## src/rtl/mem_port_arbiter.sv

```systemverilog
// Two-port arbiter for the single-port unified memory: picks a requester, issues one
// access with a fixed read latency and returns a single done pulse to the owner.
module mem_port_arbiter #(
  parameter int unsigned MEM_LATENCY = 1,
  parameter bit          PRIO_MODE   = 1'b0
) (
  input  logic        clk,
  input  logic        reset,
  input  logic [1:0]  req,
  input  logic [1:0]  we,
  input  logic [31:0] addr0,
  input  logic [31:0] addr1,
  input  logic [31:0] wdata0,
  input  logic [31:0] wdata1,
  output logic [1:0]  done,
  output logic        err,
  output logic [31:0] rdata,
  output logic        busy,
  output logic        mem_en,
  output logic        mem_we,
  output logic [31:0] mem_addr,
  output logic [31:0] mem_wdata,
  input  logic [31:0] mem_rdata
);

  localparam int unsigned CW = $clog2(MEM_LATENCY + 1);

  localparam logic [1:0] IDLE  = 2'd0;
  localparam logic [1:0] ISSUE = 2'd1;
  localparam logic [1:0] WAIT  = 2'd2;
  localparam logic [1:0] RESP  = 2'd3;

  logic [1:0]    state;
  logic          owner;
  logic          last_owner;
  logic          we_q;
  logic          err_q;
  logic [29:0]   addr_q;
  logic [31:0]   wdata_q;
  logic [31:0]   rdata_q;
  logic [CW-1:0] cnt;

  logic          win;
  logic [31:0]   win_addr;

  // Only meaningful when req != 0; with both requesting, round-robin hands the grant
  // to the port that did not own the previous transaction.
  always_comb begin
    win = 1'b0;
    if (PRIO_MODE)
      win = ~req[0];
    else if (req == 2'b11)
      win = ~last_owner;
    else
      win = req[1];
    win_addr = win ? addr1 : addr0;
  end

  always_ff @(posedge clk) begin
    if (!reset) begin
      state      <= IDLE;
      owner      <= 1'b0;
      last_owner <= 1'b1;
      we_q       <= 1'b0;
      err_q      <= 1'b0;
      addr_q     <= '0;
      wdata_q    <= '0;
      rdata_q    <= '0;
      cnt        <= '0;
    end else begin
      case (state)
        IDLE: begin
          if (req != 2'b00) begin
            owner   <= win;
            we_q    <= we[win];
            addr_q  <= win_addr[31:2];
            wdata_q <= win ? wdata1 : wdata0;
            if (win_addr[1:0] != 2'b00) begin
              err_q <= 1'b1;
              state <= RESP;
            end else begin
              err_q <= 1'b0;
              state <= ISSUE;
            end
          end
        end
        ISSUE: begin
          cnt   <= CW'(MEM_LATENCY - 1);
          state <= WAIT;
        end
        WAIT: begin
          if (cnt == '0) begin
            rdata_q <= mem_rdata;
            state   <= RESP;
          end else begin
            cnt <= cnt - 1'b1;
          end
        end
        default: begin
          last_owner <= owner;
          state      <= IDLE;
        end
      endcase
    end
  end

  assign busy      = (state != IDLE);
  assign mem_en    = (state == ISSUE);
  assign mem_we    = mem_en & we_q;
  assign mem_addr  = mem_en ? {addr_q, 2'b00} : '0;
  assign mem_wdata = mem_en ? wdata_q : '0;
  assign done      = (state == RESP) ? (owner ? 2'b10 : 2'b01) : 2'b00;
  assign err       = (state == RESP) & err_q;
  assign rdata     = (state == RESP) ? rdata_q : '0;

endmodule
```

## config.mk

```make
export PLATFORM = sky130hd
export DESIGN_NAME = mem_port_arbiter
export DESIGN_NICKNAME = d
export VERILOG_FILES = /design/src/rtl/mem_port_arbiter.sv
export SDC_FILE = /design/constraint.sdc
export NUM_CORES = 1
export LEC_CHECK = 0
export CAP_MARGIN = 15
export CORE_MARGIN = 3
export CORE_UTILIZATION = 39
export CTS_CLUSTER_SIZE = 8
export DETAILED_ROUTE_END_ITERATION = 8
export PLACE_DENSITY = 0.77
export RECOVER_POWER = 25
export REMOVE_ABC_BUFFERS = 1
export SLEW_MARGIN = 20
export SYNTH_ARGS = -nofsm -noshare
export SYNTH_HDL_FRONTEND = slang
export SYNTH_SLANG_ARGS = --single-unit
```

## constraint.sdc

```tcl
create_clock -name clk -period 1.55 [get_ports clk]
set_input_delay 0.2325 -clock clk [delete_from_list [all_inputs] [get_ports clk]]
set_output_delay 0.2325 -clock clk [all_outputs]
set_load 0.01 [all_outputs]
```

==> results.sh, run 1 <==
export IMPL_status="complete, but fails checks"
export IMPL_violations="negative setup slack"
export IMPL_syn_inst=530
export IMPL_ioPinCount=268
export IMPL_intPower_w=0.00842
export IMPL_synthToLayoutAreaGrowth_pct=89.3
export IMPL_synthTopCellsByArea="dfxtp_1, mux2i_1, and2_1"
export IMPL_r2r_setup_slack_ns=-0.07
export IMPL_peakVddDrop_mv=0.652
export IMPL_rsz0062_at_grt="yes"
export IMPL_powerDensity_nw_per_um2=1350
export IMPL_fmax_ghz=0.570
export IMPL_power_leakage_nw=3.86
export IMPL_post_layout_nonfiller_instances=1002
export IMPL_antenna_found_initial=0
export IMPL_seq_area_sq_um=2010
export IMPL_ant_nets=0
export IMPL_rows=40
export IMPL_drv_slew=0
export IMPL_fillerInstances=770
export IMPL_seqPwrFrac=0.304
export IMPL_ys_seq_area_frac=0.407
export IMPL_required_ns=1.32
export IMPL_dieArea_sq_um=14000
export IMPL_drive_gt1_frac=0.357
export IMPL_synth_top_family_by_area="multiplexers"
export IMPL_track_usage=0.233
export IMPL_syn_area_per_cell_sq_um=9.29
export IMPL_cts_tree="done"
export IMPL_criticalPathCategory="reg2out"
export IMPL_cts_buffers=9
export IMPL_r2r_start="state[0]"
export IMPL_placedCellCount=952
export IMPL_die_w_um=118
export IMPL_multi_input_area_sq_um=2930
export IMPL_final_hold_violation_count=0
export IMPL_worstPathArrival_ns=1.52
export IMPL_cts_hold_buf=0
export IMPL_min_from="reset"
export IMPL_netlist_top_cells_count="dfxtp_1, and2_1, mux2i_1, o21ai_0, a21oi_1"
export IMPL_p_clk_frac=0.192
export IMPL_swShare=0.332
export IMPL_cp_end_kind="output pin"
export IMPL_ctsRootBufferMaster="clkbuf_16"
export IMPL_drt_iter0_markers=232
export IMPL_port_buffer_count=265
export IMPL_synth_seq_cells=100
export IMPL_finClkSkew_ns=0.00809
export IMPL_path_clk_slew_ns=0.07
export IMPL_pwr_share_comb=0.504
export IMPL_ys_warn_count=0
export IMPL_synth_enable_flop_cells=0
export IMPL_grt_max_degree=65
export IMPL_place_hpwl_mm=11.5
export IMPL_synth_ff_type="dfxtp_1"
export IMPL_p_switching_w=0.00419
export IMPL_drc=0
export IMPL_ys_types=26
export IMPL_grt_pass1_wl_mm=26.6
export IMPL_holdPathEnd="rdata_q[11]"
export IMPL_critPathMaxFanout=8
export IMPL_wire_per_inst_um=19.2
export IMPL_synth_area_mux_share=0.195
export IMPL_critPathLaunchType="register"
export IMPL_synth_compound_area_frac=0.144
export IMPL_r2r_end="addr_q[21]"
export IMPL_async_reset_ff_frac=0
export IMPL_wirelength_mm=19.3
export IMPL_min_period_ns=1.75
export IMPL_finalSetupViolCount=129
export IMPL_fin_crit_sh=1.13
export IMPL_setup_ws_ns=-0.203
export IMPL_finalSetupTns_ns=-14.52
export IMPL_clock_latency_ns=0.34
export IMPL_hp_class="in2reg"
export IMPL_hold_depth=2
export IMPL_clk_path_buf_depth=2
export IMPL_fin_area_sq_um=9320
export IMPL_die_y_um=118
export IMPL_final_util=0.767
export IMPL_maxCapViolations=0
export IMPL_netlist_area_leader_share=0.407
export IMPL_diodes=0
export IMPL_grt_ovfl_total=0
export IMPL_synth_area_leader_cell="dfxtp_1"
export IMPL_synthSimpleGateAreaFrac=0.176
export IMPL_start_util=0.405
export IMPL_vias_per_cell=5.07
export IMPL_syn_area_sq_um=4920
export IMPL_synthAdderAreaFrac=0.0102
export IMPL_grt_pass1_vias=5033
export IMPL_reg2reg_depth=8
export IMPL_gp_congestion=0.773
export IMPL_yosysMostFrequentCell="dfxtp_1"
export IMPL_core_sq_um=12200
export IMPL_ctsHtreeMaxLevel=3
export IMPL_firstDrtPassIters=4
export IMPL_synth_xor_area_share=0
export IMPL_vias=5084
export IMPL_post_dp_cell_area_sq_um=7910
export IMPL_cts_sinks=100
export IMPL_fin_nets=999
layer usage:
layer,track usage,vias up,part of all wire
met1,0.270,2385,0.39
li1,-,2404,-
met2,0.423,243,0.50
met3,0.0579,52,0.069
met4,0.0688,0,0.036
met5,0,-,0
sequential cells by signal (all words and copies together), names as in the netlist:
register,cells
state,2
addr_q,30
wdata_q,32
owner,1
last_owner,1
err_q,1
rdata_q,32
we_q,1
kinds of logic (layout without fill, tap and decap cells):
kind of cell / after synthesis / in the layout
AND/OR/NAND/NOR: 142 / 142
flip-flops: 100 / 100
multiplexers: 96 / 96
adder cells (fa/ha/maj): 4 / 4
buffers and inverters: 51 / 354
other: 1 / 2
AO/OA/AOI/OAI: 136 / 136
through the flow:
step	power [W]	hold slack (ns)	worst slack, ns
floorplan	0.00556	0.294	-1.52
global placement	0.00773	0.442	-0.232
detailed placement	0.00789	0.461	-0.264
CTS	0.0112	0.296	-0.211
global route	0.0132	0.346	-0.241
finish	0.0126	0.338	-0.203
timing repair:
item | CTS | global route
resized for setup | 521 | 157
pin swaps | 25 | 44
buffers inserted | 9 | 10
endpoints found under the setup margin | 126 | 162
gates cloned | 10 | 10
power groups by stage:
| stage | registers (W) | clock network [W] | logic (W) |
|---|---|---|---|
| 6_report | 0.00384 | 0.00242 | 0.00635 |
| 5_1_grt | 0.00391 | 0.00257 | 0.00675 |
| 4_1_cts | 0.00374 | 0.00244 | 0.00502 |
| 3_5_place_dp | 0.00372 | 0 | 0.00418 |
| 3_3_place_gp | 0.00368 | 0 | 0.00405 |
| 2_1_floorplan | 0.00356 | 0 | 0.00200 |
critical path, cell delays in order, from the launching register on:
cell,delay [ns]
dfxtp_4,0.38
inv_4,0.04
ha_4,0.17
buf_12,0.16
clkbuf_16,0.16
and2_4,0.14
buf_6,0.11
worst max path at each step:
stage / start / end / slack (ns) / cells after the start
after detailed placement: req[1] / addr_q[27] / -0.26 / 6
after CTS: state[1] / mem_wdata[8] / -0.21 / 6
final: state[1] / mem_wdata[22] / -0.20 / 6
after global routing: state[1] / mem_wdata[22] / -0.24 / 6
after global placement: state[1] / mem_wdata[1] / -0.23 / 5
after floorplan: state[0] / state[0] / -1.52 / 5
cells in the final DEF, fill, tap and decap left out, types with 2 or more instances in the layout:
cell	count
o21ai_0	40
clkdlybuf4s50_1	164
o21ai_2	4
buf_12	17
and2_4	96
clkbuf_1	3
buf_2	3
nand2_1	3
o21ai_1	22
clkbuf_16	17
inv_4	2
nor2b_1	34
conb_1	2
buf_6	108
ha_4	4
dfxtp_1	98
buf_4	25
dfxtp_4	2
nand3_1	2
nor2_1	3
a21oi_1	64
bufinv_16	2
mux2i_1	94
buf_16	8
cell type report:
cell class / count / share of cell area
clock buffers: 12 / 0.0264
repair buffers: 334 / 0.410
multi-input cells: 380 / 0.314
flip-flops and latches: 100 / 0.216
inverters: 4 / 0.00295
clock inverters: 4 / 0.00778
well taps: 168 / 0.0225
(Power assumes the default switching activity.)
==> run 2, diff against run 1 <==
==> constraint.sdc (replaced) <==
create_clock -name clk -period 1.55 [get_ports clk]
set_input_delay 0.31 -clock clk [delete_from_list [all_inputs] [get_ports clk]]
set_output_delay 0.31 -clock clk [all_outputs]
set_load 0.01 [all_outputs]
==> run 2 against run 1 <==
The run still ends with negative setup slack left. Largest cell class unchanged. Clock skew is 0.0014 ns higher. Power is 10% higher. Combinational power is 20% higher. Highest routed layer unchanged. Critical path depth is 1 higher. Largest power group unchanged. Critical path type unchanged.
==> results.sh, run 2 (synthesized netlist as in run 1, its figures left out) <==
export IMPL_synthToLayoutAreaGrowth_pct=100
export IMPL_drv_slew=0
export IMPL_cts_buffers=9
export IMPL_port_buffer_count=265
export IMPL_ctsHtreeMaxLevel=3
export IMPL_place_hpwl_mm=11.7
export IMPL_grt_max_degree=45
export IMPL_drt_iter0_markers=253
export IMPL_cp_end_kind="output pin"
export IMPL_drive_gt1_frac=0.460
export IMPL_fin_crit_sh=1.17
export IMPL_drc=0
export IMPL_peakVddDrop_mv=0.650
export IMPL_vias=5225
export IMPL_power_leakage_nw=3.98
export IMPL_ctsRootBufferMaster="clkbuf_16"
export IMPL_required_ns=1.24
export IMPL_dieArea_sq_um=14000
export IMPL_rsz0062_at_grt="yes"
export IMPL_maxUsedRoutingLayer="met4"
export IMPL_layout_commonest_cell="clkdlybuf4s50_1"
export IMPL_wire_per_inst_um=20.8
export IMPL_gp_congestion=0.790
export IMPL_path_common_cell="buf_6"
export IMPL_clock_latency_ns=0.34
export IMPL_wirelength_mm=20.9
export IMPL_cpPeakStageDelay_ns=0.37
export IMPL_maxCapViolations=0
export IMPL_setup_ws_ns=-0.256
export IMPL_grt_pass1_wl_mm=28.1
export IMPL_min_period_ns=1.81
export IMPL_hold_ws_ns=0.385
export IMPL_start_util=0.405
export IMPL_finClkSkew_ns=0.00944
export IMPL_fmax_ghz=0.554
export IMPL_die_w_um=118
export IMPL_core_sq_um=12200
export IMPL_antenna_found_initial=0
export IMPL_grt_ovfl_total=0
export IMPL_powerDensity_nw_per_um2=1410
export IMPL_track_usage=0.251
export IMPL_cts_hold_buf=0
export IMPL_clk_path_buf_depth=2
export IMPL_cts_sinks=100
export IMPL_vias_per_cell=5.18
export IMPL_fin_area_sq_um=9860
export IMPL_cts_tree="done"
export IMPL_criticalPathCategory="reg2out"
export IMPL_final_hold_violation_count=0
export IMPL_die_y_um=118
export IMPL_violations="negative setup slack"
export IMPL_met1_length_mm=8.20
export IMPL_firstDrtPassIters=5
export IMPL_fillerInstances=711
export IMPL_grt_pass1_vias=5207
export IMPL_critPathLaunchType="register"
export IMPL_wl_met3_mm=1.44
export IMPL_fin_nets=1006
export IMPL_finalSetupViolCount=161
export IMPL_crit_slowest_cell="dfxtp_4"
export IMPL_hp_class="in2reg"
export IMPL_rows=40
export IMPL_layout_cells_most_common_list="clkdlybuf4s50_1, buf_6, dfxtp_1, and2_4, mux2i_1"
export IMPL_path_cells="buf_6, ha_4, buf_6, buf_6, inv_4, nor2_4, buf_6"
export IMPL_status="complete, but fails checks"
export IMPL_diodes=0
export IMPL_ant_nets=0
export IMPL_critPathMaxFanout=6
export IMPL_worstPathArrival_ns=1.50
export IMPL_ioPinCount=268
export IMPL_post_dp_cell_area_sq_um=7920
export IMPL_path_clk_slew_ns=0.07
export IMPL_reg_top3="rdata_q: 32 flops, wdata_q: 32 flops, addr_q: 30 flops"
export IMPL_wl_met2_mm=10.7
[run 2: changes by cell type in the layout (fill, tap and decap cells not counted), sizes merged]
cell,change
clkbuf,+1
buf,+4
o21a,+1
bufinv,-1
clkinv,+2
clkinvlp,-1
[run 2: worst max-delay path: cells and delay by family, from the launching register on]
kind	cells	cell delay, ns
buf+inv	5	0.48
fa+ha+maj	1	0.22
flops	1	0.37
simple gates	1	0.08
[run 2: layout make-up]
class	count	area, sq um	share of cell area
Timing Repair Buffer	340	3990	0.404
Multi-Input combinational cell	381	3330	0.338
Sequential cell	100	2010	0.204
Clock buffer	11	253	0.0256
Tap cell	168	210	0.0213
Clock inverter	4	48.8	0.00495
Inverter	4	22.5	0.00228
[run 2: where the power goes]
group,internal (W),switching [W],total (W),leakage [nW]
clock network,0.00133,0.000971,0.00230,0.151
logic,0.00427,0.00338,0.00764,3.00
registers,0.00337,0.000550,0.00392,0.827
[run 2: path summary, 6_finish.rpt]
path / startpoint / endpoint / slack, ns / cells after the start
max: state[1] / done[0] / -0.26 / 7
min: reset / rdata_q[7] / 0.38 / 2
max reg2reg: state[1] / wdata_q[15] / -0.15 / 10
min reg2reg: err_q / err_q / 0.49 / 2
[run 2: per-stage QoR]
step	power [W]	worst slack (ns)	setup TNS, ns	utilization	instances
after floorplan	0.00556	-1.52	-125.96	-	484
after CTS	0.0121	-0.280	-22.42	0.708	995
after global placement	0.00777	-0.326	-38.64	0.651	953
after global routing	0.0145	-0.301	-32.35	0.811	1008
final	0.0139	-0.256	-25.78	0.811	1008
after detailed placement	0.00793	-0.337	-43.60	0.651	953
[run 2: layer usage]
layer | GRT usage | vias up
met3 | 0.0641 | 38
met2 | 0.437 | 259
li1 | - | 2439
met5 | 0 | -
met4 | 0.0905 | 0
met1 | 0.298 | 2489
[run 2: what timing repair did]
action                     in CTS  in global routing
gates resized for setup       533                275
setup endpoints to repair     163                166
pin swaps                       5                 59
cloned                         14                 12
buffers inserted               13                  7
==> run 3, diff against run 2 <==
- CTS_CLUSTER_DIAMETER: unset -> 100
==> results of run 3 <==
Final layout, timing and power as in run 2 (identical DEF).
